$ cat config.mk
export PLATFORM = sky130hd
export DESIGN_NAME = product_bin2bcd
export DESIGN_NICKNAME = d
export VERILOG_FILES = /design/src/rtl/product_bin2bcd.sv
export SDC_FILE = /design/constraint.sdc
export NUM_CORES = 1
export LEC_CHECK = 0
export ABC_AREA = 0
export CORE_ASPECT_RATIO = 1.1
export CORE_UTILIZATION = 56
export DETAILED_ROUTE_END_ITERATION = 12
export PLACE_DENSITY_LB_ADDON = 0.05
export SYNTH_ARGS = -nofsm -noshare
export SYNTH_HDL_FRONTEND = slang
export SYNTH_SLANG_ARGS = --single-unit
export TNS_END_PERCENT = 50
$ cat constraint.sdc
create_clock -name clk -period 3.9 [get_ports clk]
set_input_delay 0.39 -clock clk [delete_from_list [all_inputs] [get_ports clk]]
set_output_delay 0.39 -clock clk [all_outputs]
set_load 0.005 [all_outputs]
$ cat src/rtl/product_bin2bcd.sv
// Sequential double-dabble converter: one product bit per clock into packed BCD digits,
// with valid/ready on both sides and the result held until the consumer takes it.
module product_bin2bcd #(
   parameter int unsigned WIDTH  = 8,
   parameter int unsigned DIGITS = 3
) (
   input  logic                  clk,
   input  logic                  reset,
   input  logic                  in_valid,
   output logic                  in_ready,
   input  logic [WIDTH-1:0]      bin,
   output logic                  out_valid,
   input  logic                  out_ready,
   output logic [4*DIGITS-1:0]   bcd,
   output logic                  busy
);

   localparam int unsigned CW = $clog2(WIDTH) + 1;

   typedef enum logic [1:0] {
      IDLE,
      SHIFT,
      DONE
   } state_t;

   state_t                state_q, state_d;
   logic [WIDTH-1:0]      bin_q, bin_d;
   logic [4*DIGITS-1:0]   scratch_q, scratch_d;
   logic [4*DIGITS-1:0]   bcd_q, bcd_d;
   logic [CW-1:0]         cnt_q, cnt_d;

   logic [4*DIGITS-1:0]   adj;
   logic [4*DIGITS-1:0]   shifted;

   // Add-3 on every digit >= 5 before the shift, so the doubled digit carries correctly.
   always_comb begin
      adj = scratch_q;
      for (int unsigned i = 0; i < DIGITS; i++) begin
         if (scratch_q[4*i +: 4] >= 4'd5) begin
            adj[4*i +: 4] = scratch_q[4*i +: 4] + 4'd3;
         end
      end
   end

   assign shifted = {adj[4*DIGITS-2:0], bin_q[WIDTH-1]};

   always_comb begin
      state_d   = state_q;
      bin_d     = bin_q;
      scratch_d = scratch_q;
      bcd_d     = bcd_q;
      cnt_d     = cnt_q;
      case (state_q)
         IDLE: begin
            if (in_valid && in_ready) begin
               bin_d     = bin;
               scratch_d = '0;
               cnt_d     = '0;
               state_d   = SHIFT;
            end
         end
         SHIFT: begin
            bin_d     = {bin_q[WIDTH-2:0], 1'b0};
            scratch_d = shifted;
            cnt_d     = cnt_q + 1'b1;
            if (cnt_q == CW'(WIDTH - 1)) begin
               bcd_d   = shifted;
               state_d = DONE;
            end
         end
         DONE: begin
            if (out_ready) begin
               state_d = IDLE;
            end
         end
         default: state_d = IDLE;
      endcase
   end

   always_ff @(posedge clk) begin
      if (reset) begin
         state_q   <= IDLE;
         bin_q     <= '0;
         scratch_q <= '0;
         bcd_q     <= '0;
         cnt_q     <= '0;
      end else begin
         state_q   <= state_d;
         bin_q     <= bin_d;
         scratch_q <= scratch_d;
         bcd_q     <= bcd_d;
         cnt_q     <= cnt_d;
      end
   end

   assign in_ready  = (state_q == IDLE) && !reset;
   assign out_valid = (state_q == DONE);
   assign busy      = (state_q == SHIFT);
   assign bcd       = bcd_q;

endmodule

After elaboration in Yosys (flattened, before gate mapping) --
Index checks and enable logic that the tools add are counted.
Cells by class: $add $sub $neg 4, reductions and logical operators 8, $lt $le $gt $ge 3, muxes and demuxes 13, equality and inequality tests 6
Operators with widths (number):
- 12-bit case mux with 2 select lines | 1
- 8-bit case mux with 2 select lines | 1
- 4-bit by 3-bit greater-or-equal comparator with 1-bit output, second input constant | 3
- 12-bit two-way mux | 1
- 4-bit two-way mux | 3
- 4-bit by 2-bit adder with 4-bit output, second input constant | 2
- 8-bit two-way mux | 1
- 4-bit case mux with 2 select lines | 1
- 2-bit two-way mux | 3
- 2-bit case mux with 3 select lines | 1
- 4-bit by 1-bit adder with 4-bit output, second input constant | 1
- 4-bit by 3-bit == test with 1-bit output, second input constant | 1
- 2-bit by 1-bit != test with 1-bit output, second input constant | 2
- 2-bit AND reduction | 2
- 3-bit by 2-bit adder with 3-bit output, second input constant | 1
- 3-bit two-way mux | 1
- 3-bit AND reduction | 1
- 2-bit by 1-bit == test with 1-bit output, second input constant | 1
- 2-bit == test, second input constant | 1
- 1-bit logical AND | 2
- 2-bit zero test | 1
- 2-bit != test, second input constant | 1
- 2-bit nonzero test | 1
- 1-bit zero test | 1
Word-level totals: input port bits 12, register bits 38, output and inout bits 15

Longest topological paths before layout --
Gate-level depths: netlist of run 1.
depth in word-level cells 5, gate-level depth with buffers 8, mapped depth without buffers 6

Worst setup path after synthesis of run 1 --
Ideal clock, no wire load.
kind reg-to-reg, from reg scratch_q[0], to reg bcd_q[2] (netlist: bcd[2]), data required time 3825 ps, arrival time 1390 ps, path slack 2436 ps, path buffers 0, cell stages (with the launch flop) 7, period minus slack after synthesis 1464 ps, cells stage by stage dfxtp_1 > inv_1 > ha_1 > nand2b_1 > a21oi_1 > mux2_2 > o22ai_1
Between the ends: longest elaborated chain between the ends 2, elaborated cells on any way between the ends 3, those cells by class add/sub: 1; order compare: 1; mux: 1
Ends and longest elaborated chain:
- start, declared | line 28 | logic [4*DIGITS-1:0] scratch_q, scratch_d;
- start signal, assigned | line 90 | scratch_q <= scratch_d;
- 4-bit by 2-bit adder with 4-bit output or 4-bit by 3-bit greater-or-equal comparator with 1-bit output (tied branches) | line 40, 39
- 4-bit two-way mux * | line 39 | if (scratch_q[4*i +: 4] >= 4'd5) begin
- end signal, assigned | line 85 | bcd_q <= '0;
- end signal, assigned | line 91 | bcd_q <= bcd_d;
- end, declared | line 29 | logic [4*DIGITS-1:0] bcd_q, bcd_d;
Every way passes the cells marked *; elsewhere a longest branch is shown, timed or not. A chain may end at the register's enable or synchronous reset.

Final worst setup path of run 1 --
from reg state_q[0], to out busy
Between the ends: longest elaborated chain between the ends 1
Ends and longest elaborated chain:
- start, declared | line 26 | state_t state_q, state_d;
- start signal, assigned | line 88 | state_q <= state_d;
- 2-bit by 1-bit == test with 1-bit output | line 98 | assign busy = (state_q == SHIFT);
- end, declared | line 15 | output logic busy
No other way between the ends.

==> results.toml, run 1 <==
[yosys]
yosysWarnings = 0
syn_area_per_cell_um2 = 8.91
ys_ff_latch = 38
syn_nets = 213
synth_edf_count = 0
ys_seq_area_share_pct = 44.0
async_flop_share_pct = 0
ys.flop_type = "dfxtp_1"
yosysUniqueCellTypes = 32
synthCells = 194
synth_area_um2 = 1730

[worst_hold_path]
hold_class = "reg -> reg"

[die]
dieArea_um2 = 3310
ios = 27
initial_core_util_pct = 60.6
die_h_um = 60.3
core.rowCount = 20
core_area_um2 = 2850
fp.dieW_um = 55.0

[sta]
fin_crit_sh_pct = 63.8
slew_viol_final = 0
report.final.hold_viol_count = 0
max_freq_mhz = 402
finalSetupViolCount = 0
rsz0062_at_grt = "no"
skew_ns = 0.00533
fin_setup_tns_ns = 0
relSlewSlack_pct = 49.6
tightest_slew_ns = 0.754
min_period_ns = 2.49

[placement]
io_buffer_count = 26
place_hpwl_um = 2510
postPlaceCellArea_um2 = 1980
gp_congestion = 0.761

[cts]
hold_buffers = 0
h-tree-depth = 2
clk_pin_slew_ns = 0.10
cts_sinks = 38
cts_tree = "done"
post_cts_buffers = 0
worstSkewPairLatency_ns = 0.35
cts_made_buffers = 5
cts_buffer_depth = 2
cts_resized = 0
cts-root-buf = "clkbuf_4"

[setup_path]
crit_family = "buffers and inverters"
start_kind = "flop"
crit_slowest_cell = "clkdlybuf4s50_1"
slowest_delay_ns = 0.56
worstPathMaxFanout = 17
critical_path_class = "reg -> out"
worstPathRequired_ns = 3.51
end_kind = "primary output"
crit_buf_inv = 2
worstPathArrival_ns = 2.10
path_cells = "nand2b_1 -> inv_2 -> clkdlybuf4s50_1"

[outcome]
status = "finished, final reports clean"

[grt]
grt_pass1_vias = 1342
overflow = 0
antenna_found_initial = 0
grt_usage_pct = 25.1
grt_pass1_wl_um = 5840
grt_max_degree = 28

[finish]
drive_gt1_share_pct = 7.31
fin_area_um2 = 2040
layout.nets = 237
final_cell_mix = "dfxtp_1 (38), clkdlybuf4s50_1 (26), a21oi_1 (25)"
antennaDiodeCount = 0
syn_to_final_growth_pct = 18.0
mostFrequentLayoutCell = "dfxtp_1"

[pwr]
max-vdd-ir-drop_mv = 0.299
power_mw = 0.670
p_leak_nw = 0.667
pwr_density_cell_nw_per_um2 = 329

[detailed_routing]
routedWlPerCell_um = 14.7
drtIter0Drc = 41
vias = 1478
route.detailed.drc = 0
ant_nets = 0
wirelength_um = 3700
firstDrtPassIters = 4
viasPerCell = 5.87

[flow_run]
cap_violations = 0
routing by layer:
metal  up-vias  routed length [um]  track usage, %  part of all wire, %
met4         0                  78            13.2                  2.1
met2        28                1870            42.3                   51
met5         -                   0               0                    0
li1        745                   -               -                    -
met1       697                1630            29.0                   44
met3         8                 112            5.34                  3.0
Yosys cell counts (2+ instances only):
cell / count / share of area (%)
dfxtp_1: 38 / 44
a21oi_1: 25 / 7.2
nor2_1: 17 / 3.7
nand2b_1: 12 / 4.3
inv_1: 10 / 2.2
nand2_1: 10 / 2.2
o32ai_1: 8 / 4.1
ha_1: 7 / 5.1
a22oi_1: 6 / 2.6
nand3_1: 6 / 1.7
nor3_1: 6 / 1.7
o21ai_0: 6 / 1.7
o22ai_1: 6 / 2.2
a211oi_1: 5 / 2.2
clkbuf_1: 5 / 1.1
nor3b_1: 5 / 2.2
mux2_2: 3 / 2.0
xnor2_1: 3 / 1.5
buf_2: 2 / 0.58
buf_6: 2 / 1.3
sequential cells by signal, summed over array words and instances, names as in the netlist:
register	cells
cnt_q	4
bcd	12
scratch_q	12
state_q	2
bin_q	8
layout make-up:
type | count | area (um2)
multi-input cells | 135 | 867
fillers | 230 | 815
flip-flops and latches | 38 | 761
repair buffers | 27 | 268
clock buffers | 7 | 55.1
inverters | 11 | 41.3
well taps | 33 | 41.3
clock inverters | 1 | 5.00
metrics by stage:
| step | instances | setup WS [ns] | utilization, % | hold WS [ns] |
|---|---|---|---|---|
| 2_1_floorplan | 194 | 2.44 | - | 0.437 |
| 3_3_place_gp | 244 | 1.57 | 69.3 | 0.448 |
| 3_5_place_dp | 244 | 1.53 | 69.3 | 0.452 |
| 4_1_cts | 252 | 1.42 | 71.4 | 0.467 |
| 5_1_grt | 252 | 1.31 | 71.4 | 0.481 |
| 6_report | 252 | 1.41 | 71.4 | 0.462 |
worst reg2reg max path, cell delays in order, from the launching register on:
cell,delay (ns)
dfxtp_1,0.50
nand2b_1,0.46
inv_2,0.25
nor2_1,0.58
o21ai_0,0.19
a21oi_1,0.17
final timing paths:
kind / cells past startpoint / from / slack (ns) / endpoint
worst min register to register: 2 / bin_q[1] / 0.46 / bin_q[1]
worst max-delay path: 3 / state_q[0] / 1.41 / busy
worst min-delay path: 2 / bin_q[1] / 0.46 / bin_q[1]
worst max register to register: 5 / state_q[1] / 1.69 / scratch_q[11]
cells by family after synthesis:
family	count (synthesis)	share of synthesized area, %
AND/OR/NAND/NOR	64	20.6
adder cells (fa/ha/maj)	7	5.07
AO/OA/AOI/OAI	57	20.5
XOR/XNOR	3	1.52
buffers and inverters	21	5.79
multiplexers	4	2.53
flip-flops	38	44.0
power breakdown:
| part | internal [mW] | total [mW] | switching [mW] |
|---|---|---|---|
| Combinational | 0.0240 | 0.0550 | 0.0309 |
| Clock | 0.0874 | 0.214 | 0.127 |
| Sequential | 0.395 | 0.401 | 0.00592 |
| Total | 0.506 | 0.670 | 0.164 |
(Power assumes the default switching activity.)
==> run 2, diff against run 1 <==
--- a/config.mk
+++ b/config.mk
@@ -7,7 +7,7 @@
 export LEC_CHECK = 0
 export ABC_AREA = 0
 export CORE_ASPECT_RATIO = 1.1
-export CORE_UTILIZATION = 56
+export CORE_UTILIZATION = 52
 export DETAILED_ROUTE_END_ITERATION = 12
 export PLACE_DENSITY_LB_ADDON = 0.05
 export SYNTH_ARGS = -nofsm -noshare
==> constraint.sdc (replaced) <==
create_clock -name clk -period 2.6 [get_ports clk]
set_input_delay 0.26 -clock clk [delete_from_list [all_inputs] [get_ports clk]]
set_output_delay 0.26 -clock clk [all_outputs]
set_load 0.005 [all_outputs]
==> results.toml, run 2 (synthesis results as in run 1) <==
[die]
core_area_um2 = 3100
core.rowCount = 21
die_h_um = 62.5
ios = 27
dieArea_um2 = 3560
fp.dieW_um = 57.0
initial_core_util_pct = 55.7

[grt]
grt_usage_pct = 21.9
grt_max_degree = 31
grt_pass1_vias = 1374
overflow = 0
antenna_found_initial = 0
met2_usage_pct = 37.5
grt_pass1_wl_um = 6040
grt_use_met1_pct = 26.1
grtUsageMet3_pct = 6.83
top_usage_layer = "met2"

[placement]
io_buffer_count = 26
place_hpwl_um = 2600
dp_cells = 247
gp_congestion = 0.805

[sta]
max_freq_mhz = 440
whs_ns = 0.470
tightest_slew_ns = 0.647
rsz0062_at_grt = "no"
skew_ns = 0.0168
report.final.hold_viol_count = 0
finalSetupViolCount = 0
fin_crit_sh_pct = 87.4
fin_setup_tns_ns = 0
min_period_ns = 2.27
relSlewSlack_pct = 56.7
slew_viol_final = 0

[setup_path]
end_kind = "primary output"
worstPathArrival_ns = 2.01
endpoint = "busy"
critical_path_class = "reg -> out"
start_kind = "flop"
worstPathRequired_ns = 2.34
r2r-start = "state_q[1]"
path_cells = "nand2b_1 -> inv_2 -> clkdlybuf4s50_1"
crit_slowest_cell = "clkdlybuf4s50_1"
r2r_slack_ns = 0.49
r2r-end = "scratch_q[7]"
worstPathMaxFanout = 17
rr_worst_depth = 5
startpoint = "state_q[0]"
slowest_delay_ns = 0.56

[finish]
syn_to_final_growth_pct = 20.1
final_cell_mix = "dfxtp_1 (38), clkdlybuf4s50_1 (26), a21oi_1 (25)"
n_fill_cell = 264
layout.nets = 239
post-route-util_pct = 66.9
drive_gt1_share_pct = 8.18
antennaDiodeCount = 0
mostFrequentLayoutCell = "dfxtp_1"
layoutNonFillerInstCount = 254
seqCellArea_um2 = 761
multiInputGateArea_um2 = 867

[cts]
cts_buffer_depth = 2
h-tree-depth = 2
cts_tree = "done"
clk_pin_slew_ns = 0.11
cts_made_buffers = 5
worstSkewPairLatency_ns = 0.34
hold_buffers = 0
cts-root-buf = "clkbuf_4"
cts_resized = 0
cts_sinks = 38
post_cts_buffers = 0

[detailed_routing]
vias = 1471
route.detailed.drc = 2
routedWlPerCell_um = 14.0
firstDrtPassIters = 8
wirelength_um = 3560
drtIter0Drc = 73
ant_nets = 0
viasPerCell = 5.79

[pwr]
clockPowerShare_pct = 37.7
p_comb_share_pct = 7.4
max-vdd-ir-drop_mv = 0.343
intPower_mw = 0.853
seqPwrFrac_pct = 54.9
power_switching_mw = 0.241
p_leak_nw = 0.687
pwr_density_cell_nw_per_um2 = 527
p_sw_share_pct = 22.1

[flow_run]
cap_violations = 0

[outcome]
violations = "DRC"
status = "finished, violations left"

[worst_hold_path]
hold_class = "reg -> reg"
-- run 2: changes by cell type in the layout (fill, tap and decap cells not counted), sizes merged --
cell | previous run | this run
clkinv | 1 | 0
clkbuf | 7 | 6
buf | 1 | 3
bufinv | 0 | 1
-- run 2: cell type report --
class,count,share of cell area (%)
clock inverter,1,1.45
inverter,11,1.99
clock buffer,6,2.47
timing repair buffer,29,13.6
multi-input combinational,135,41.8
sequential,38,36.6
tap,34,2.05
-- run 2: through the flow --
stage / total power [mW] / worst slack, ns / area (um2)
floorplan: 0.663 / 1.14 / 1730
global placement: 0.694 / 0.590 / 1990
detailed placement: 0.696 / 0.518 / 1990
CTS: 1.10 / 0.294 / 2080
global route: 1.14 / 0.152 / 2080
finish: 1.09 / 0.327 / 2080
-- run 2: critical path: cells and delay by family (launching register included) --
kind,cells,cell delay (ns)
buffers and inverters,2,0.87
DFF,1,0.50
and+or+nand+nor,1,0.31
-- run 2: worst min-delay path by stage --
stage | startpoint | to | depth (start not counted)
6_report | bin_q[1] | bin_q[1] | 2
5_1_grt | bin_q[1] | bin_q[1] | 2
4_1_cts | bin_q[1] | bin_q[1] | 2
3_5_place_dp | bin_q[1] | bin_q[1] | 2
3_3_place_gp | bin_q[2] | bin_q[2] | 2
2_1_floorplan | out_ready | state_q[1] | 3
-- run 2: power groups by stage --
stage          combinational (mW)  sequential, mW  clock [mW]
6_report                   0.0814           0.601       0.412
2_1_floorplan              0.0514           0.612           0
3_3_place_gp               0.0800           0.614           0
3_5_place_dp               0.0819           0.614           0
5_1_grt                    0.0898           0.603       0.446
4_1_cts                    0.0819           0.601       0.420
-- run 2: layer usage --
layer  vias up  share of wire [%]
met2        32                 50
li1        748                  -
met3         6                4.1
met4         0                1.4
met5         -                  0
met1       685                 45
